File: src/rtl/tl_arb_pkg.sv
// -----------------------------------------------------------------------------
// tl_arb_pkg: shared definitions for the TileLink-UL A-channel arbiters.
//   - TL-UL A-channel opcode constants
//   - arb_state_e : arbiter FSM state encoding
//   - beats_of()  : number of A-channel beats a request occupies
// -----------------------------------------------------------------------------
package tl_arb_pkg;

    localparam logic [2:0] PUT_FULL    = 3'd0;
    localparam logic [2:0] PUT_PARTIAL = 3'd1;
    localparam logic [2:0] ARITH       = 3'd2;
    localparam logic [2:0] LOGIC       = 3'd3;
    localparam logic [2:0] GET         = 3'd4;
    localparam logic [2:0] HINT        = 3'd5;

    // Largest burst is 16 beats, so the remaining-beat counter is 4 bits.
    localparam int unsigned BEAT_CNT_W = 4;

    typedef enum logic [1:0] {
        IDLE,
        HOLD,
        BURST
    } arb_state_e;

    // Only Puts carry data on A, so only they can span several beats.
    function automatic logic [4:0] beats_of(input logic [2:0]  opcode,
                                            input logic [2:0]  size,
                                            input int unsigned data_w);
        int unsigned lg;
        lg       = $clog2(data_w / 8);
        beats_of = 5'd1;
        if ((opcode == PUT_FULL || opcode == PUT_PARTIAL) && 32'(size) > lg) begin
            beats_of = 5'(1 << (32'(size) - lg));
        end
    endfunction

endpackage

File: src/rtl/rr_pick.sv
// -----------------------------------------------------------------------------
// rr_pick: combinational N-way round-robin priority selector.
//   valid : request vector
//   ptr   : highest-priority index this cycle
//   idx   : first valid index at or after ptr, wrapping modulo N
//           (equals ptr when nothing is valid)
//   any   : at least one request is valid
// -----------------------------------------------------------------------------
module rr_pick #(
    parameter int unsigned N = 2,
    localparam int unsigned IDX_W = $clog2(N)
) (
    input  logic [N-1:0]     valid,
    input  logic [IDX_W-1:0] ptr,
    output logic [IDX_W-1:0] idx,
    output logic             any
);

    logic [IDX_W-1:0] cand;

    always_comb begin
        idx  = ptr;
        any  = 1'b0;
        cand = '0;
        for (int unsigned k = 0; k < N; k++) begin
            cand = IDX_W'((32'(ptr) + k) % N);
            if (!any && valid[cand]) begin
                any = 1'b1;
                idx = cand;
            end
        end
    end

endmodule

File: src/rtl/tl_a_port_arbiter.sv
// -----------------------------------------------------------------------------
// tl_a_port_arbiter: shares one TileLink-UL master port between N requesters.
//   clock, reset           : sole clock, synchronous active-high reset
//   in_a_*  (packed x N)   : per-requester A channels
//   out_a_*                : shared A channel; out_a_source = {grant, source}
//   out_d_*                : shared D channel from the slave side
//   in_d_*                 : D channel fanned back; valid steered by the
//                            requester index in out_d_source's top bits
// The A payload is a pure mux on the grant (zero latency). The grant is held
// while a request stalls and across every beat of a multi-beat Put.
// -----------------------------------------------------------------------------
module tl_a_port_arbiter
    import tl_arb_pkg::*;
#(
    parameter int unsigned N      = 2,
    parameter int unsigned SRC_W  = 4,
    parameter int unsigned ADDR_W = 32,
    parameter int unsigned DATA_W = 64,
    localparam int unsigned IDX_W  = $clog2(N),
    localparam int unsigned MASK_W = DATA_W / 8
) (
    input  logic                     clock,
    input  logic                     reset,

    input  logic [N-1:0]             in_a_valid,
    output logic [N-1:0]             in_a_ready,
    input  logic [N*3-1:0]           in_a_opcode,
    input  logic [N*3-1:0]           in_a_param,
    input  logic [N*3-1:0]           in_a_size,
    input  logic [N*SRC_W-1:0]       in_a_source,
    input  logic [N*ADDR_W-1:0]      in_a_address,
    input  logic [N*MASK_W-1:0]      in_a_mask,
    input  logic [N*DATA_W-1:0]      in_a_data,

    output logic                     out_a_valid,
    input  logic                     out_a_ready,
    output logic [2:0]               out_a_opcode,
    output logic [2:0]               out_a_param,
    output logic [2:0]               out_a_size,
    output logic [SRC_W+IDX_W-1:0]   out_a_source,
    output logic [ADDR_W-1:0]        out_a_address,
    output logic [MASK_W-1:0]        out_a_mask,
    output logic [DATA_W-1:0]        out_a_data,

    input  logic                     out_d_valid,
    output logic                     out_d_ready,
    input  logic [2:0]               out_d_opcode,
    input  logic [2:0]               out_d_size,
    input  logic [SRC_W+IDX_W-1:0]   out_d_source,
    input  logic [DATA_W-1:0]        out_d_data,

    output logic [N-1:0]             in_d_valid,
    input  logic [N-1:0]             in_d_ready,
    output logic [2:0]               in_d_opcode,
    output logic [2:0]               in_d_size,
    output logic [SRC_W-1:0]         in_d_source,
    output logic [DATA_W-1:0]        in_d_data
);

    arb_state_e             state_q, state_d;
    logic [IDX_W-1:0]       grant_q, grant_d;
    logic [IDX_W-1:0]       rr_ptr_q, rr_ptr_d;
    logic [BEAT_CNT_W-1:0]  beat_cnt_q, beat_cnt_d;

    logic [IDX_W-1:0]       pick;
    logic                   pick_any;
    logic [IDX_W-1:0]       grant;
    logic [SRC_W-1:0]       src_sel;
    logic [4:0]             beats;
    logic                   fire;
    logic [IDX_W-1:0]       d_idx;

    function automatic logic [IDX_W-1:0] next_idx(input logic [IDX_W-1:0] i);
        if (32'(i) == N - 1) begin
            next_idx = '0;
        end else begin
            next_idx = i + 1'b1;
        end
    endfunction

    rr_pick #(
        .N (N)
    ) u_rr_pick (
        .valid (in_a_valid),
        .ptr   (rr_ptr_q),
        .idx   (pick),
        .any   (pick_any)
    );

    // ---------------- state register ----------------
    always_ff @(posedge clock) begin
        if (reset) begin
            state_q    <= IDLE;
            grant_q    <= '0;
            rr_ptr_q   <= '0;
            beat_cnt_q <= '0;
        end else begin
            state_q    <= state_d;
            grant_q    <= grant_d;
            rr_ptr_q   <= rr_ptr_d;
            beat_cnt_q <= beat_cnt_d;
        end
    end

    // ---------------- next state ----------------
    always_comb begin
        state_d    = state_q;
        grant_d    = grant_q;
        rr_ptr_d   = rr_ptr_q;
        beat_cnt_d = beat_cnt_q;
        unique case (state_q)
            IDLE, HOLD: begin
                if (fire) begin
                    rr_ptr_d = next_idx(grant);
                    if (beats > 5'd1) begin
                        state_d    = BURST;
                        grant_d    = grant;
                        // First beat fires now; count the ones still to come minus one.
                        beat_cnt_d = BEAT_CNT_W'(beats - 5'd2);
                    end else begin
                        state_d = IDLE;
                    end
                end else if (out_a_valid) begin
                    // Stalled: freeze the grant so the A payload stays stable.
                    state_d = HOLD;
                    grant_d = grant;
                end
            end
            BURST: begin
                if (fire) begin
                    if (beat_cnt_q != '0) begin
                        beat_cnt_d = beat_cnt_q - 1'b1;
                    end else begin
                        state_d = IDLE;
                    end
                end
            end
            default: state_d = IDLE;
        endcase
    end

    // ---------------- outputs: grant, valid, ready ----------------
    always_comb begin
        grant       = grant_q;
        out_a_valid = 1'b0;
        if (state_q == IDLE) begin
            grant       = pick;
            out_a_valid = pick_any;
        end else begin
            // Frozen grant: a dropped valid is passed through, not re-arbitrated.
            out_a_valid = in_a_valid[grant_q];
        end
        if (reset) begin
            out_a_valid = 1'b0;
        end
        in_a_ready = '0;
        for (int i = 0; i < N; i++) begin
            if (grant == IDX_W'(i)) begin
                in_a_ready[i] = out_a_ready && !reset;
            end
        end
    end

    assign fire = out_a_valid && out_a_ready;

    // ---------------- A payload mux ----------------
    always_comb begin
        out_a_opcode  = '0;
        out_a_param   = '0;
        out_a_size    = '0;
        src_sel       = '0;
        out_a_address = '0;
        out_a_mask    = '0;
        out_a_data    = '0;
        for (int i = 0; i < N; i++) begin
            if (grant == IDX_W'(i)) begin
                out_a_opcode  = in_a_opcode[3*i +: 3];
                out_a_param   = in_a_param[3*i +: 3];
                out_a_size    = in_a_size[3*i +: 3];
                src_sel       = in_a_source[SRC_W*i +: SRC_W];
                out_a_address = in_a_address[ADDR_W*i +: ADDR_W];
                out_a_mask    = in_a_mask[MASK_W*i +: MASK_W];
                out_a_data    = in_a_data[DATA_W*i +: DATA_W];
            end
        end
    end

    assign out_a_source = {grant, src_sel};
    assign beats        = beats_of(out_a_opcode, out_a_size, DATA_W);

    // ---------------- D routing (stateless) ----------------
    assign d_idx = out_d_source[SRC_W +: IDX_W];

    always_comb begin
        in_d_valid = '0;
        // Responses tagged with a nonexistent requester are drained.
        out_d_ready = !reset;
        for (int i = 0; i < N; i++) begin
            if (d_idx == IDX_W'(i)) begin
                in_d_valid[i] = out_d_valid && !reset;
                out_d_ready   = in_d_ready[i] && !reset;
            end
        end
    end

    assign in_d_opcode = out_d_opcode;
    assign in_d_size   = out_d_size;
    assign in_d_source = out_d_source[SRC_W-1:0];
    assign in_d_data   = out_d_data;

endmodule

File: config.mk
export PLATFORM = sky130hd
export DESIGN_NAME = tl_a_port_arbiter
export DESIGN_NICKNAME = d
export VERILOG_FILES = /design/src/rtl/tl_arb_pkg.sv /design/src/rtl/rr_pick.sv /design/src/rtl/tl_a_port_arbiter.sv
export SDC_FILE = /design/constraint.sdc
export NUM_CORES = 1
export LEC_CHECK = 0
export ABC_AREA = 1
export BUFFER_PORTS_ARGS = -buffer_cell sky130_fd_sc_hd__buf_2
export CORE_AREA = 5 5 196 198
export CTS_CLUSTER_SIZE = 8
export DETAILED_ROUTE_END_ITERATION = 16
export DIE_AREA = 0 0 201 203
export GPL_ROUTABILITY_DRIVEN = 0
export PLACE_DENSITY = 0.32
export SLEW_MARGIN = 10
export SYNTH_ARGS = -nofsm -noshare
export SYNTH_HDL_FRONTEND = slang
export SYNTH_HIERARCHICAL = 1
export SYNTH_SLANG_ARGS = --single-unit
File: constraint.sdc
create_clock -name clock -period 3.2 [get_ports clock]
set_clock_uncertainty 0.2 [all_clocks]
set_input_delay 0.96 -clock clock [delete_from_list [all_inputs] [get_ports clock]]
set_output_delay 0.96 -clock clock [all_outputs]
set_load 0.03 [all_outputs]
==> results of run 1 <==
## how the worst max path moves through the flow
| stage | start | slack [ps] | end |
|---|---|---|---|
| 6_report | in_a_valid[1] | -120 | out_a_source[0] |
| 5_1_grt | in_a_valid[1] | -200 | out_a_source[0] |
| 4_1_cts | in_a_valid[1] | -160 | out_a_data[25] |
| 3_5_place_dp | in_a_valid[1] | -280 | out_a_source[0] |
| 3_3_place_gp | in_a_valid[1] | -300 | out_a_source[0] |
| 2_1_floorplan | in_a_valid[1] | -80 | beat_cnt_q[2]$_SDFFE_PP0P_ |
## Yosys cell counts
master / instances / area [sq um]
nand4_1: 1 / 6.26
ha_1: 4 / 50.1
nor2_1: 22 / 82.6
o21ai_0: 7 / 35.0
nor4_1: 1 / 6.26
a21oi_1: 9 / 45.0
o21ai_1: 2 / 10.0
nand3b_1: 1 / 7.51
clkbuf_1: 23 / 86.3
nand3_1: 12 / 60.1
inv_1: 22 / 82.6
nand2_2: 7 / 43.8
nand3_2: 2 / 20.0
dfxtp_1: 8 / 160
o211ai_2: 1 / 12.5
buf_6: 1 / 11.3
nand2_1: 364 / 1370
nor2_2: 3 / 18.8
nand2_4: 5 / 56.3
nor3_1: 4 / 20.0
inv_2: 1 / 3.75
or2_1: 1 / 6.26
o21a_1: 1 / 7.51
buf_4: 75 / 563
buf_1: 2 / 7.51
xor2_1: 1 / 8.76
a31oi_1: 2 / 12.5
## metal layers
layer	global-route usage, %	vias to the layer above	part of all wire [%]	routed length [um]
met5	0	-	0.057	13
met4	4.18	2	4.9	1120
met3	3.39	54	9.6	2190
met2	18.9	334	52	11800
met1	10.1	2135	34	7710
li1	-	2344	-	-
## kinds of logic (layout without fill, tap and decap cells)
| family | Yosys count | count (layout) |
|---|---|---|
| flip-flops | 8 | 8 |
| XOR/XNOR | 1 | 1 |
| AO/OA/AOI/OAI | 22 | 22 |
| buffers and inverters | 124 | 449 |
| adder cells (fa/ha/maj) | 4 | 4 |
| AND/OR/NAND/NOR | 423 | 423 |
## registers in the layout, indices dropped and copies added (netlist names)
register / cells
rr_ptr_q: 1
state_q: 2
beat_cnt_q: 4
grant_q: 1
## worst min-delay path, delay by kind of cell, from the launching register on
kind / cells / cell delay, ps
DFF: 1 / 320
AOI/OAI and AO/OA: 1 / 100
and+or+nand+nor: 1 / 50
## report_power, final
part           internal [mW]  total [mW]  switching (mW)
Combinational          0.959        2.17            1.21
Sequential             0.103       0.108         0.00448
Clock                  0.161       0.208          0.0467
## area by class of cell
class                           count  area (sq um)
Clock buffer                        3          75.1
Fill cell                        4047         28900
Inverter                           23          88.8
Multi-Input combinational cell    450          3060
Sequential cell                     8           160
Tap cell                          468           586
Timing Repair Buffer              423          3490
## what timing repair did
item / in CTS / in global routing
setup buffers: 8 / 4
pin swaps: 54 / 21
endpoints found under the setup margin: 122 / 125
endpoints found under the hold margin: 0 / 0
resized for setup: 449 / 115
cloned: 12 / 3
## metrics by stage
step                      setup TNS, ps  instances  area, sq um  setup WS (ps)  hold slack [ps]
after floorplan                    -227        582         3010          -76.1              282
after global placement           -26010       1348         5070           -296              319
after detailed placement         -23300       1348         5070           -277              310
after CTS                        -10300       1371         6960           -164              315
after global routing             -18300       1375         7450           -197              342
final                             -9090       1375         7450           -119              309
==> results.cfg, run 1 <==
[floorplanning]
rows = 70
initial_core_util_pct = 7.68
fp.dieH_um = 203
core_sq_mm = 0.0363
die_w_um = 201
dieArea_sq_mm = 0.0408
io-pin-count = 515

[pwr]
p_leak_nw = 3.94
p_per_area_mw_per_mm2 = 333
ir_worst_vdd_mv = 0.132
p_total_mw = 2.48

[detailed_routing]
drt_pass1_iterations = 4
avgViaCountPerCell = 3.54
ant_nets = 0
via_count = 4869
wl_per_cell_um = 16.6
drt_iter0_drc = 175
drc = 0
routed_wl_um = 22900

[cts]
insertion_delay_ps = 230
cts_root_buf = clkbuf_16
clkSinkCount = 8
cts-htree-levels = 1
cts_tree = done
path_clk_slew_ps = 40
holdBufCountCts = 0
cts_buffer_depth = 2
numCtsBuffers = 3

[finish]
final_cell_mix = buf_2, nand2_2, nand2_1, buf_6, nand2_4
area_delta_synth_final_pct = 167
insertedDiodeCount = 0
drive_above_1_share_pct = 77.0
final_nets = 1230
layout_commonest_cell = buf_2
post-route-util_pct = 20.5

[place]
hpwl_um = 17000
port_buffers = 366

[timing]
setup_viol = 113
fin_ws_ps = -119
min_period_over_period_pct = 104
tightest_slew_ps = 502
fin_crit_ps = 3320
fmax_mhz = 301
hold_violations = 0
rsz0062_at_grt = true
slew_headroom_pct = 66.2
slew_viol_final = 0

[critical_path]
r2r_start = rr_ptr_q$_SDFFE_PP0P_
path_depth = 11
crit_slowest_cell = a21oi_4
worst_setup_path_start_kind = primary input
critPathBufInv = 5
crit_family = buffers and inverters
cpPeakStageDelay_ps = 190
arrival_ps = 2160
reg2reg_depth = 20
worst_setup_path_end_kind = output port
critPathKind = in2out
critPathRequiredTime_ps = 2040
critPathMaxFanout = 8
path_cells = buf_8, nand2_4, a21oi_4, inv_2, nand2_4, nand2_8, buf_12, buf_12, nand2_2, nand2_2, buf_6
r2r_slack_ps = 470
reg2reg_to = beat_cnt_q[2]$_SDFFE_PP0P_

[flow_run]
max_cap_viol_count = 0

[hold_path]
holdPathEnd = beat_cnt_q[1]$_SDFFE_PP0P_
holdPathStages = 2
hp-start = beat_cnt_q[1]$_SDFFE_PP0P_
hold_class = reg2reg

[status]
violations = negative setup slack
status = finished, violations left

[grt]
grt_pass1_wl_um = 31300
grt-ovfl-total = 0
grt_pass1_vias = 5194
grt_max_degree = 28
grt_util_all_layers_pct = 10.1
antenna_found_initial = 1

[logic_synthesis]
synth_fa_ha_area_share_pct = 1.79
ys_seq_area_share_pct = 5.74
syn_avg_cell_area_sq_um = 4.79
synth_xor_area_share_pct = 0.314
synth_top_family_by_area = simple AND/OR/NAND/NOR gates
muxShareOfSynthArea_pct = 0
ys_ff_latch = 8
synthCells = 582
yosysUniqueCellTypes = 27
syn_nets = 903
synth_warnings = 6
synth-simple-area-share_pct = 60.7
syn_area_sq_mm = 0.00279
synth_compound_area_share_pct = 4.39
No activity file was read; power rests on OpenSTA's default activity.
==> run 2, diff against run 1 <==
--- a/config.mk
+++ b/config.mk
@@ -7,12 +7,15 @@
 export LEC_CHECK = 0
 export ABC_AREA = 1
 export BUFFER_PORTS_ARGS = -buffer_cell sky130_fd_sc_hd__buf_2
+export CELL_PAD_IN_SITES_DETAIL_PLACEMENT = 0
+export CELL_PAD_IN_SITES_GLOBAL_PLACEMENT = 1
 export CORE_AREA = 5 5 196 198
 export CTS_CLUSTER_SIZE = 8
 export DETAILED_ROUTE_END_ITERATION = 16
 export DIE_AREA = 0 0 201 203
 export GPL_ROUTABILITY_DRIVEN = 0
-export PLACE_DENSITY = 0.32
+export GPL_TIMING_DRIVEN = 1
+export PLACE_DENSITY = 0.51
 export SLEW_MARGIN = 10
 export SYNTH_ARGS = -nofsm -noshare
 export SYNTH_HDL_FRONTEND = slang
==> constraint.sdc (replaced) <==
create_clock -name clock -period 3.95 [get_ports clock]
set_clock_uncertainty 0.2 [all_clocks]
set_input_delay 1.185 -clock clock [delete_from_list [all_inputs] [get_ports clock]]
set_output_delay 1.185 -clock clock [all_outputs]
set_load 0.03 [all_outputs]
==> run 2 against run 1 <==
  * The flow now finishes without violations
  * Clock power decreased by 15%
  * Sequential share of layout area is 0.84 points higher
  * Final cell count shrank 1.8%
  * Cell area shrank 28%
  * First-iteration DRC count increased by 2.3%
==> results.cfg, run 2 (same netlist as run 1, synthesis figures left out) <==
[cts]
numCtsBuffers = 3
cts-htree-levels = 1
insertion_delay_ps = 240
cts_tree = done
cts_root_buf = clkbuf_16
path_clk_slew_ps = 40
clkSinkCount = 8
cts_buffer_depth = 2

[finish]
top_regs = beat_cnt_q (4), state_q (2)
insertedDiodeCount = 0
regMostFlops = beat_cnt_q
final_cell_mix = nand2_1, buf_2, buf_4, inv_1, nor2_1
fin_area_sq_mm = 0.00535
layout_commonest_cell = nand2_1
largest_reg_flops = 4
area_delta_synth_final_pct = 91.8
final_nets = 1205
drive_above_1_share_pct = 49.1

[pwr]
ir_worst_vdd_mv = 0.102
power_frac_seq_pct = 5.8
netSwitchingFraction_pct = 55.3
p_total_mw = 1.48
clock_power_share_pct = 11.9
p_leak_nw = 3.24
power_frac_comb_pct = 82.3
p_sw_mw = 0.818
p_per_area_mw_per_mm2 = 276
p_int_mw = 0.662

[detailed_routing]
wl_per_cell_um = 16.3
drc = 0
routed_wl_um = 22000
via_count = 4516
drt_pass1_iterations = 4
avgViaCountPerCell = 3.35
drt_iter0_drc = 179
ant_nets = 0

[critical_path]
reg2reg_depth = 20
worst_setup_path_end_kind = output port
arrival_ps = 2530
cpMostUsedCell = nand2_1
path_cells = buf_2, nor2_1, a21oi_1, buf_4, inv_2, nand2_4, nand2_8, buf_16, nand2_1, nand2_1, buf_6
cpPeakStageDelay_ps = 180
critPathKind = in2out
critPathMaxFanout = 13
crit_slowest_cell = nand2_8
r2r_start = rr_ptr_q$_SDFFE_PP0P_
worst_setup_path_start_kind = primary input
r2r_slack_ps = 960
reg2reg_to = beat_cnt_q[3]$_SDFFE_PP0P_
critPathRequiredTime_ps = 2560

[floorplanning]
io-pin-count = 515
dieArea_sq_mm = 0.0408
initial_core_util_pct = 7.68
fp.dieH_um = 203
die_w_um = 201
core_sq_mm = 0.0363
rows = 70

[grt]
grt_pass1_wl_um = 27300
grt_util_all_layers_pct = 8.63
antenna_found_initial = 1
grt-ovfl-total = 0
grt_pass1_vias = 4376
grt_max_degree = 57

[timing]
fmax_mhz = 256
tightest_slew_ps = 448
fin_crit_ps = 3910
slew_headroom_pct = 69.8
hold_slack_ps = 304
min_period_over_period_pct = 99.0
setup_viol = 0
rsz0062_at_grt = true
slew_viol_final = 0
hold_violations = 0

[status]
status = finished, final reports clean

[place]
hpwl_um = 17200
port_buffers = 366
placedInstanceArea_sq_mm = 0.00476

[hold_path]
hold_class = reg2reg
holdPathEnd = rr_ptr_q$_SDFFE_PP0P_
holdPathStages = 1
hp-start = rr_ptr_q$_SDFFE_PP0P_

[flow_run]
max_cap_viol_count = 0
-- run 2: worst max-delay path by stage --
stage | from | endpoint | slack (ps) | cells past startpoint
3_3_place_gp | in_a_valid[1] | out_a_address[17] | -70 | 11
4_1_cts | in_a_valid[1] | out_a_size[0] | -20 | 11
5_1_grt | in_a_valid[1] | out_a_size[0] | -50 | 10
6_report | in_a_valid[1] | out_a_data[30] | 40 | 11
3_5_place_dp | in_a_valid[1] | out_a_address[17] | -80 | 11
2_1_floorplan | in_a_valid[1] | out_a_address[10] | -30 | 9
-- run 2: critical path, delay by kind of cell --
kind | cells | cell delay (ps)
buf+inv | 5 | 660
simple gates | 5 | 590
compound gates | 1 | 60
-- run 2: per-layer routing --
metal / vias up / part of all wire [%] / global-route usage [%]
met5: - / 0.059 / 0
met4: 2 / 2.2 / 2.19
met3: 15 / 9.4 / 3.37
met2: 260 / 51 / 15.8
met1: 1955 / 38 / 9.31
li1: 2284 / - / -
-- run 2: stage by stage --
| step | setup WS, ps | instances | setup TNS, ps | util (%) |
|---|---|---|---|---|
| 2_1_floorplan | -34.7 | 582 | -694 | - |
| 3_3_place_gp | -70.8 | 1334 | -436 | 13.1 |
| 3_5_place_dp | -77.2 | 1334 | -431 | 13.1 |
| 4_1_cts | -17.6 | 1338 | -45.5 | 13.7 |
| 5_1_grt | -54.7 | 1350 | -1360 | 14.7 |
| 6_report | 38.1 | 1350 | 0 | 14.7 |
-- run 2: layout make-up --
type | count | area [sq um]
fill | 4297 | 31000
timing repair buffer | 397 | 2480
multi-input combinational | 451 | 1960
tap | 468 | 586
sequential | 8 | 160
inverter | 23 | 86.3
clock buffer | 3 | 75.1
-- run 2: power groups by stage --
stage                     Sequential, mW  Combinational (mW)  Clock, mW
after global routing              0.0866                1.31      0.183
after CTS                         0.0864                1.10      0.179
after global placement            0.0877                1.06          0
after floorplan                   0.0871               0.766          0
after detailed placement          0.0877                1.05          0
final                             0.0864                1.22      0.176
-- run 2: timing repair --
action / 4_1_cts / 5_1_grt
setup buffers: 0 / 2
endpoints found under the hold margin: 0 / 0
gates resized for setup: 35 / 66
hold buffers: 0 / 0
cloned: 1 / 10
pin swaps: 1 / 1
endpoints found under the setup margin: 38 / 100
==> run 3, diff against run 2 <==
--- a/config.mk
+++ b/config.mk
@@ -9,13 +9,14 @@
 export BUFFER_PORTS_ARGS = -buffer_cell sky130_fd_sc_hd__buf_2
 export CELL_PAD_IN_SITES_DETAIL_PLACEMENT = 0
 export CELL_PAD_IN_SITES_GLOBAL_PLACEMENT = 1
-export CORE_AREA = 5 5 196 198
+export CORE_AREA = 5 5 198 200
 export CTS_CLUSTER_SIZE = 8
 export DETAILED_ROUTE_END_ITERATION = 16
-export DIE_AREA = 0 0 201 203
+export DIE_AREA = 0 0 203 205
 export GPL_ROUTABILITY_DRIVEN = 0
 export GPL_TIMING_DRIVEN = 1
-export PLACE_DENSITY = 0.51
+export PLACE_DENSITY = 0.5
+export REMOVE_ABC_BUFFERS = 1
 export SLEW_MARGIN = 10
 export SYNTH_ARGS = -nofsm -noshare
 export SYNTH_HDL_FRONTEND = slang
==> constraint.sdc (replaced) <==
create_clock -name clock -period 3.7 [get_ports clock]
set_clock_uncertainty 0.2 [all_clocks]
set_input_delay 1.11 -clock clock [delete_from_list [all_inputs] [get_ports clock]]
set_output_delay 1.11 -clock clock [all_outputs]
set_load 0.03 [all_outputs]
==> run 3 against run 2 <==
  * Cell area grew 8.6%
  * Highest routed layer unchanged
  * Register-to-register slack worse by 90 ps
  * Utilization increased by 0.89 points
  * Worst hold slack improved by 25 ps
  * Power rose by 15%
  * Clock-buffer cell count unchanged
  * Critical path depth unchanged
  * Largest cell class unchanged
  * Largest power group unchanged
  * Die area is 2.0% higher
==> results.cfg, run 3 (same netlist as run 1, synthesis figures left out) <==
[critical_path]
crit_slowest_cell = clkbuf_16
critPathMaxFanout = 7
reg2reg_depth = 19
arrival_ps = 2290
critPathRequiredTime_ps = 2390
reg2reg_to = beat_cnt_q[3]$_SDFFE_PP0P_
crit_family = buffers and inverters
critPathKind = in2out
worst_setup_path_start_kind = primary input
critPathBufInv = 5
worst_setup_path_end_kind = output port
cpPeakStageDelay_ps = 180
r2r_slack_ps = 870
r2r_start = rr_ptr_q$_SDFFE_PP0P_
path_cells = buf_8, nand2_4, a21oi_4, inv_2, nand2_4, nand2_8, buf_12, clkbuf_16, nand2_1, nand2_1, buf_6

[cts]
clkSinkCount = 8
cts-htree-levels = 1
path_clk_slew_ps = 30
cts_tree = done
insertion_delay_ps = 230
holdBufCountCts = 0
numCtsBuffers = 3
cts_root_buf = clkbuf_16
cts_buffer_depth = 2

[timing]
setup_viol = 0
fin_crit_ps = 3600
tightest_slew_ps = 490
finalSetupTns_ps = 0
fmax_mhz = 278
rsz0062_at_grt = false
hold_violations = 0
hold_slack_ps = 329
min_period_over_period_pct = 97.3
slew_headroom_pct = 67.0
fin_ws_ps = 102
slew_viol_final = 0

[detailed_routing]
drc = 0
via_count = 4809
wl_per_cell_um = 23.0
avgViaCountPerCell = 3.53
drt_iter0_drc = 129
ant_nets = 0
routed_wl_um = 31400
drt_pass1_iterations = 4

[finish]
drive_above_1_share_pct = 51.4
fin_cells = 1363
final_nets = 1211
final_cell_mix = nand2_1, buf_2, buf_6, buf_4, nand2_2
area_delta_synth_final_pct = 108
post-route-util_pct = 15.6
top_regs = beat_cnt_q (4), state_q (2)
regMostFlops = beat_cnt_q
largest_reg_flops = 4
layout_commonest_cell = nand2_1

[grt]
grt_pass1_vias = 4889
antenna_found_initial = 5
grt_util_all_layers_pct = 13.7
grt-ovfl-total = 0
grt_pass1_wl_um = 39700
grt_max_degree = 29

[flow_run]
max_cap_viol_count = 0

[hold_path]
hp-start = beat_cnt_q[1]$_SDFFE_PP0P_
holdPathStages = 2
hold_class = reg2reg
holdPathEnd = beat_cnt_q[1]$_SDFFE_PP0P_

[place]
dp_cells = 1346
hpwl_um = 26700
port_buffers = 366
dp_slack_ps = -215

[floorplanning]
initial_core_util_pct = 7.50
dieArea_sq_mm = 0.0416
core_sq_mm = 0.0372
fp.dieH_um = 205
io-pin-count = 515
rows = 71
die_w_um = 203

[status]
status = finished, final reports clean

[pwr]
p_leak_nw = 3.39
ir_worst_vdd_mv = 0.103
p_per_area_mw_per_mm2 = 294
[run 3: tightest hold or removal path: stages (launching register included)]
cell and delay [ps]:
dfxtp_1 320, a21oi_1 120, nor2_1 50
[run 3: how the worst max path moves through the flow]
stage	slack, ps	endpoint	startpoint	cells after the start
final	100	out_a_data[48]	in_a_valid[1]	11
after global routing	30	out_a_data[0]	in_a_valid[1]	11
after CTS	-20	out_a_data[46]	in_a_valid[1]	12
after detailed placement	-220	out_a_data[6]	in_a_valid[1]	11
after global placement	-250	out_a_data[6]	in_a_valid[1]	11
after floorplan	-2300	beat_cnt_q[3]$_SDFFE_PP0P_	in_a_valid[1]	16
[run 3: per-stage QoR]
step | area [sq um] | total power [mW]
2_1_floorplan | 2120 | 0.753
3_3_place_gp | 4820 | 1.24
3_5_place_dp | 4820 | 1.23
4_1_cts | 5600 | 1.67
5_1_grt | 5810 | 1.82
6_report | 5810 | 1.71
[run 3: repair_timing]
action / CTS / global route
setup buffers: 6 / 2
setup endpoints to repair: 110 / 118
pin swaps: 3 / 10
gates cloned: 5 / 3
resized for setup: 174 / 49
[run 3: per-layer routing]
| metal | up-vias | GRT usage, % | wire length (um) |
|---|---|---|---|
| met5 | - | 6.55 | 402 |
| met4 | 10 | 1.60 | 580 |
| met3 | 32 | 18.7 | 9090 |
| met2 | 413 | 22.1 | 13600 |
| met1 | 2054 | 9.46 | 7770 |
| li1 | 2300 | - | - |
[run 3: final cells by class]
class                   count  area [sq um]
repair buffers            403          2880
diodes                      1          2.50
inverters                  23          86.3
well taps                 474           593
fillers                  4350         31400
multi-input cells         451          2010
flip-flops and latches      8           160
clock buffers               3          75.1
[run 3: report_power, final]
group | switching (mW) | total, mW | internal, mW
Sequential | 0.00390 | 0.0934 | 0.0895
Clock | 0.0383 | 0.177 | 0.139
Combinational | 0.852 | 1.44 | 0.584
Total | 0.894 | 1.71 | 0.812
